## src/rtl/mem_access_unit.sv

```systemverilog
// Memory-access stage between ex and wb: drives a req/ack data bus, splits boundary-crossing accesses,
// stalls upstream while a bus transaction is outstanding. Results are registered toward wb/id.
module mem_access_unit #(
  parameter int DATA_W      = 32,
  parameter int ADDR_W      = 32,
  parameter int REG_AW      = 5,
  parameter int MISALIGN_EN = 1
) (
  input  logic                clk,
  input  logic                rst,
  input  logic                valid_i,
  input  logic [REG_AW-1:0]   wd_i,
  input  logic                wreg_i,
  input  logic [DATA_W-1:0]   wdata_i,
  input  logic [1:0]          mem_op_i,
  input  logic [1:0]          size_i,
  input  logic                unsigned_i,
  input  logic [ADDR_W-1:0]   mem_addr_i,
  input  logic [DATA_W-1:0]   reg2_i,
  output logic                stall_o,
  output logic                valid_o,
  output logic [REG_AW-1:0]   wd_o,
  output logic                wreg_o,
  output logic [DATA_W-1:0]   wdata_o,
  output logic [REG_AW-1:0]   mem_wd_o,
  output logic                mem_wreg_o,
  output logic [DATA_W-1:0]   mem_wdata_o,
  output logic                misalign_o,
  output logic                mem_req_o,
  output logic                mem_we_o,
  output logic [ADDR_W-1:0]   mem_addr_o,
  output logic [DATA_W/8-1:0] mem_sel_o,
  output logic [DATA_W-1:0]   mem_data_o,
  input  logic                mem_ack_i,
  input  logic [DATA_W-1:0]   mem_rdata_i
);

  localparam int B  = DATA_W / 8;
  localparam int OW = $clog2(B);
  localparam int CW = OW + 1;
  localparam int W2 = 2 * DATA_W;
  localparam logic [ADDR_W-1:0] B_ADDR = ADDR_W'(B);

  typedef enum logic [1:0] {
    IDLE = 2'd0,
    REQ1 = 2'd1,
    REQ2 = 2'd2
  } state_t;

  state_t state_q, state_d;

  logic [REG_AW-1:0] wd_q;
  logic              wreg_q;
  logic [DATA_W-1:0] wdata_q;
  logic              store_q;
  logic [CW-1:0]     size_n_q;
  logic              uns_q;
  logic [OW-1:0]     off_q;
  logic [ADDR_W-1:0] waddr_q;
  logic              split_q;
  logic [DATA_W-1:0] reg2_q;
  logic [DATA_W-1:0] hold_q;

  logic              is_mem_in;
  logic [CW-1:0]     nbytes_in;
  logic [OW-1:0]     off_in;
  logic              aligned_in;
  logic              cross_in;
  logic              fault_in;
  logic              accept;
  logic              last_txn;

  // Input decode for the accept cycle
  always_comb begin
    case (size_i)
      2'b00:   nbytes_in = CW'(1);
      2'b01:   nbytes_in = CW'(2);
      2'b10:   nbytes_in = CW'(4);
      default: nbytes_in = CW'(B);
    endcase
  end

  assign off_in     = mem_addr_i[OW-1:0];
  assign is_mem_in  = (mem_op_i == 2'b01) || (mem_op_i == 2'b10);
  assign aligned_in = (({1'b0, off_in}) & (nbytes_in - CW'(1))) == '0;
  assign cross_in   = ({2'b00, off_in} + {1'b0, nbytes_in}) > (CW+1)'(B);
  assign fault_in   = (MISALIGN_EN == 0) && !aligned_in;
  assign accept     = (state_q == IDLE) && valid_i && is_mem_in;
  assign last_txn   = (state_q == REQ2) || ((state_q == REQ1) && !split_q);

  // Lane placement works on a two-word window {lower word, upper word} so split and
  // single accesses share one datapath; byte offset 0 is the most significant byte.
  logic [CW-1:0]     pad_bytes;
  logic [CW+2:0]     sh_pad;
  logic [OW+2:0]     sh_off;
  logic [2*B-1:0]    sel_base;
  logic [2*B-1:0]    sel_wide;
  logic [W2-1:0]     st_base;
  logic [W2-1:0]     st_wide;
  logic [W2-1:0]     ld_wide;
  logic [W2-1:0]     ld_shift;
  logic [DATA_W-1:0] ld_top;
  logic [DATA_W-1:0] ld_mask;
  logic [DATA_W-1:0] ld_result;

  always_comb begin
    pad_bytes = CW'(B) - size_n_q;
    sh_pad    = {pad_bytes, 3'b000};
    sh_off    = {off_q, 3'b000};
    sel_base  = {{B{1'b1}}, {B{1'b0}}};
    sel_wide  = (sel_base << pad_bytes) >> off_q;
    st_base   = {reg2_q, {DATA_W{1'b0}}};
    st_wide   = (st_base << sh_pad) >> sh_off;
    if (state_q == REQ2) ld_wide = {hold_q, mem_rdata_i};
    else                 ld_wide = {mem_rdata_i, {DATA_W{1'b0}}};
    ld_shift  = ld_wide << sh_off;
    ld_top    = ld_shift[W2-1 -: DATA_W];
    ld_mask   = {DATA_W{1'b1}} >> sh_pad;
    // ld_top still holds the value MS-aligned, so its top bit is the sign bit
    ld_result = (ld_top >> sh_pad) | (~ld_mask & {DATA_W{ld_top[DATA_W-1] & ~uns_q}});
  end

  always_comb begin
    mem_req_o  = 1'b0;
    mem_we_o   = 1'b0;
    mem_addr_o = '0;
    mem_sel_o  = '0;
    mem_data_o = '0;
    if (state_q == REQ1 || state_q == REQ2) begin
      mem_req_o = 1'b1;
      mem_we_o  = store_q;
      if (state_q == REQ2) begin
        mem_addr_o = waddr_q + B_ADDR;
        mem_sel_o  = sel_wide[B-1:0];
        mem_data_o = store_q ? st_wide[DATA_W-1:0] : '0;
      end else begin
        mem_addr_o = waddr_q;
        mem_sel_o  = sel_wide[2*B-1:B];
        mem_data_o = store_q ? st_wide[W2-1:DATA_W] : '0;
      end
    end
  end

  // A faulting access resolves in its accept cycle, so it must not hold upstream
  // or the same instruction would be presented again.
  always_comb begin
    stall_o = 1'b0;
    if (accept && !fault_in)  stall_o = 1'b1;
    else if (state_q != IDLE) stall_o = !(mem_ack_i && last_txn);
  end

  always_comb begin
    state_d = state_q;
    case (state_q)
      IDLE:    if (accept && !fault_in) state_d = REQ1;
      REQ1:    if (mem_ack_i) state_d = split_q ? REQ2 : IDLE;
      REQ2:    if (mem_ack_i) state_d = IDLE;
      default: state_d = IDLE;
    endcase
  end

  always_ff @(posedge clk) begin
    if (!rst) state_q <= IDLE;
    else      state_q <= state_d;
  end

  always_ff @(posedge clk) begin
    if (!rst) begin
      valid_o    <= 1'b0;
      wd_o       <= '0;
      wreg_o     <= 1'b0;
      wdata_o    <= '0;
      misalign_o <= 1'b0;
      wd_q       <= '0;
      wreg_q     <= 1'b0;
      wdata_q    <= '0;
      store_q    <= 1'b0;
      size_n_q   <= '0;
      uns_q      <= 1'b0;
      off_q      <= '0;
      waddr_q    <= '0;
      split_q    <= 1'b0;
      reg2_q     <= '0;
      hold_q     <= '0;
    end else begin
      valid_o    <= 1'b0;
      wd_o       <= '0;
      wreg_o     <= 1'b0;
      wdata_o    <= '0;
      misalign_o <= 1'b0;
      case (state_q)
        IDLE: begin
          if (valid_i) begin
            if (!is_mem_in) begin
              valid_o <= 1'b1;
              wd_o    <= wd_i;
              wreg_o  <= wreg_i;
              wdata_o <= wdata_i;
            end else if (fault_in) begin
              valid_o    <= 1'b1;
              wd_o       <= wd_i;
              misalign_o <= 1'b1;
            end else begin
              wd_q     <= wd_i;
              wreg_q   <= wreg_i;
              wdata_q  <= wdata_i;
              store_q  <= (mem_op_i == 2'b10);
              size_n_q <= nbytes_in;
              uns_q    <= unsigned_i;
              off_q    <= off_in;
              waddr_q  <= {mem_addr_i[ADDR_W-1:OW], {OW{1'b0}}};
              split_q  <= cross_in;
              reg2_q   <= reg2_i;
            end
          end
        end
        REQ1, REQ2: begin
          if (mem_ack_i) begin
            if (last_txn) begin
              valid_o <= 1'b1;
              wd_o    <= wd_q;
              wreg_o  <= wreg_q;
              wdata_o <= store_q ? wdata_q : ld_result;
            end else begin
              hold_q <= mem_rdata_i;
            end
          end
        end
        default: ;
      endcase
    end
  end

  assign mem_wd_o    = wd_o;
  assign mem_wreg_o  = wreg_o;
  assign mem_wdata_o = wdata_o;

endmodule

```

## config.mk

```make
export PLATFORM = sky130hd
export DESIGN_NAME = mem_access_unit
export DESIGN_NICKNAME = d
export VERILOG_FILES = /design/src/rtl/mem_access_unit.sv
export SDC_FILE = /design/constraint.sdc
export NUM_CORES = 1
export LEC_CHECK = 0
export BUFFER_PORTS_ARGS = -buffer_cell sky130_fd_sc_hd__buf_2
export CAP_MARGIN = 40
export CELL_PAD_IN_SITES_DETAIL_PLACEMENT = 1
export CELL_PAD_IN_SITES_GLOBAL_PLACEMENT = 1
export CORE_UTILIZATION = 31
export DETAILED_ROUTE_END_ITERATION = 7
export PLACE_DENSITY = 0.7
export SLEW_MARGIN = 20
export SYNTH_ARGS = -nofsm -noshare
export SYNTH_HDL_FRONTEND = slang
export SYNTH_SLANG_ARGS = --single-unit
export TNS_END_PERCENT = 100
```

## constraint.sdc

```tcl
create_clock -name clk -period 3.2 [get_ports clk]
set_clock_uncertainty 0.1 [all_clocks]
set_input_delay 0.64 -clock clk [delete_from_list [all_inputs] [get_ports clk]]
set_output_delay 0.64 -clock clk [all_outputs]
set_load 0.03 [all_outputs]
```

==> summary.txt <==
Worst setup path
  – CP max stage delay: between 0.3 and 0.4 ns
  – Crit end category: primary output
  – Data required time of the worst path: between 2 and 2.5 ns
  – Worst Path Arrival: 2.56 ns
  – Startpoint Class: flip-flop
  – Crit-path cells: inv_4 -> ha_4 -> buf_12 -> mux4_2 -> and3_4 -> a31o_4 -> a22oi_2 -> nor2_1 -> buf_4
  – R2R depth: 8
  – Crit Path Max Fanout: 8
  – Worst r2r src: state_q[0]
  – CP Class: reg -> out
  – Worst setup path startpoint: size_n_q[0]
  – Crit-path slowest cell: dfxtp_4

Synthesis
  – Main synth FF type: dfxtp_1
  – Netlist Area Pre-Place: around 12000 µm²
  – Synth async-reset ratio: 0%
  – Share of Yosys cell area claimed by the top area cell type: slightly above 30%
  – Number of synthesized flops with an enable pin: 0
  – Sequential fraction of the synthesis area: 30.7%
  – Post-synth top area cell: dfxtp_1
  – Synth area leaders: dfxtp_1 (31%), nand2_1 (11%), a21boi_0 (8.8%)
  – Synth Instances: between 1000 and 1500
  – YS warnings: 0
  – Synth cell types: 66
  – Post-synthesis register bit count: 181
  – Syn_area_per_cell: 7.95 µm²

Pwr
  – VDD IR-drop max: ~0.36 mV
  – Pwr dens: around 400 nW/µm²
  – Switching fraction of total power: a little over a third
  – Static Leak: between 5 and 6 nW
  – Clk network pwr share: 36.5%
  – Share of power burned in registers: between 30% and 40%
  – Comb pwr share: 23.7%
  – Sw power: 2.18 mW
  – Internal power: about 4 mW

Finish
  – Share of layout cells above drive strength 1: 36.0%
  – Most common cell after layout, fill and taps aside: nand2_1
  – Fill cells: 4519
  – Most frequent cells in the layout: nand2_1 (340), buf_2 (254), dfxtp_1 (168), a21boi_0 (138), buf_4 (89)
  – Synthesis-to-finish area growth: 32.6%
  – Finished Cell Area: roughly 16000 µm²
  – Nets: ~1900

Placement
  – Worst slack at placement: approximately 0.12 ns
  – Count of input and output buffers: around 290
  – Placed Area: 14000 µm²
  – HPWL after DPL: about 35 mm
  – GPL Wtd Cong: between 0.8 and 0.9

CTS
  – CTS tree: yes
  – Clk_lat worst skew: around 0.46 ns
  – CTS Hold Bufs: 0
  – Num CTS Buffers: 17
  – Clock Path Buffers: 2
  – Clk sink count: around 180
  – H-tree Lvls: 4
  – Root Buffer Master: clkbuf_16
  – Worst-path clk slew: 0.09 ns

Global route
  – Initial antenna violation count: 6
  – Largest net degree at the start of global routing: 143
  – Aggregate global routing overflow: 0
  – Vias in the first global route: 12500
  – GRT Overall Usage: about a quarter
  – First-pass GRT wire length: 72.9 mm

Floorplanning
  – Initial Util: between 30% and 40%
  – Die extent in y: about 200 µm
  – IO Pins: 292
  – Row cnt: just over 70
  – Core region area: about 38000 µm²
  – Die width: 197 µm
  – Die ar.: between 30000 and 40000 µm²

STA
  – Post-route setup slack: -0.102 ns
  – Maximum clock frequency: between 300 and 400 MHz
  – RSZ-0062 raised after global routing: yes
  – Final max-slew violation count: 0
  – Tcrit/Tclk final: 103%
  – Worst slew margin: between 40% and 50%
  – Fin crit period: 3.30 ns
  – Worst-margin pin slew: around 0.80 ns
  – Final Hold Viols: 0
  – Setup Viol. Count Final: 19

Detailed routing
  – Routed WL: 47.9 mm
  – Via Count: between 10000 and 15000
  – DRC violations left: 0
  – Drt wl/cell: 21.3 µm
  – DRT Pass-1 Iters: 5
  – Post-route ant nets: 0
  – Detailed Route Iter0 Violations: 533
  – Via density: 5.41

Hold path
  – HP Start: mem_addr_i[13]
  – HP Class: in -> reg
  – Min-Delay Path Depth: 3

Run status
  – Status: complete, but fails checks
  – Failing checks: negative setup slack

Run
  – Maxcap violations: 0
cell usage after synthesis, types with 12 or more instances:
cell type / instances
a22oi_1: 47
buf_2: 16
dfxtp_1: 181
a21boi_0: 138
a221o_1: 13
and3_1: 19
mux2i_1: 42
nor3_1: 24
o21ai_0: 20
mux2_2: 28
xnor2_1: 24
ha_1: 12
nor2_1: 104
a21oi_1: 41
buf_4: 48
nand4_1: 12
inv_1: 21
nand3_1: 36
mux4_2: 32
clkbuf_1: 88
o21ai_1: 13
nand2_1: 346
through the flow:
stage / TNS (ns) / total power, mW / std cells / hold slack (ns) / util [%]
6_report: -0.608 / 6.27 / 2252 / 0.319 / 41.7
4_1_cts: -1.10 / 6.29 / 2240 / 0.296 / 40.8
3_5_place_dp: 0 / 3.90 / 2194 / 0.361 / 37.2
3_3_place_gp: 0 / 3.86 / 2191 / 0.347 / 37.1
2_1_floorplan: -0.0351 / 3.36 / 1486 / 0.340 / -
5_1_grt: -3.05 / 6.55 / 2252 / 0.314 / 41.7
kinds of logic after synthesis:
family	synth area share, %
DFF	30.7
other	0.0318
AOI/OAI and AO/OA	23.4
and+or+nand+nor	20.9
buffers and inverters	8.16
xor gates and xnor gates	2.30
adders and majority gates	1.44
muxes	13.0
state kept, by name, indices dropped and copies added (netlist names):
signal	flops
mem_wdata_o	32
waddr_q	30
uns_q	1
reg2_q	32
size_n_q	3
store_q	1
valid_o	1
off_q	2
mem_wreg_o	1
wd_q	5
wreg_q	1
wdata_q	32
mem_wd_o	5
hold_q	32
split_q	1
state_q	2
critical path: cells and delay by family (launching register included):
kind            cells  cell delay, ns
compound gates      2            0.42
fa+ha+maj           1            0.34
buf+inv             3            0.38
flops               1            0.39
mux                 1            0.31
simple gates        2            0.26
metal layers:
layer	global-route usage, %	part of all wire, %
met1	30.1	42
met2	43.1	51
met3	3.40	4.8
met4	8.99	2.5
met5	0	0.11
final timing paths:
path	to	slack [ns]
setup / recovery	mem_data_o[17]	-0.10
hold / removal	waddr_q[13]	0.32
setup reg to reg	mem_wdata_o[14]	0.41
hold reg to reg	hold_q[25]	0.37
area by class of cell:
type / count / area [µm²] / share of cell area (%)
timing repair buffer: 389 / 2620 / 16.8
multi-input combinational: 1115 / 8010 / 51.2
antenna: 2 / 5.00 / 0.0320
clock inverter: 15 / 208 / 1.33
inverter: 22 / 93.8 / 0.599
sequential: 181 / 3650 / 23.3
tap: 511 / 639 / 4.08
clock buffer: 17 / 425 / 2.72
power by group through the flow:
stage | sequential (mW) | clock (mW) | combinational [mW]
after global routing | 2.51 | 2.43 | 1.60
after CTS | 2.49 | 2.35 | 1.45
after floorplan | 2.53 | 0 | 0.831
final | 2.50 | 2.29 | 1.48
after detailed placement | 2.54 | 0 | 1.36
after global placement | 2.53 | 0 | 1.33
repair_timing:
action,4_1_cts,5_1_grt
resized for setup,123,67
gates cloned,4,1
pin swaps,34,23
setup buffers,11,9
endpoints found under the setup margin,49,48
Power figures use the tool's default switching activity.
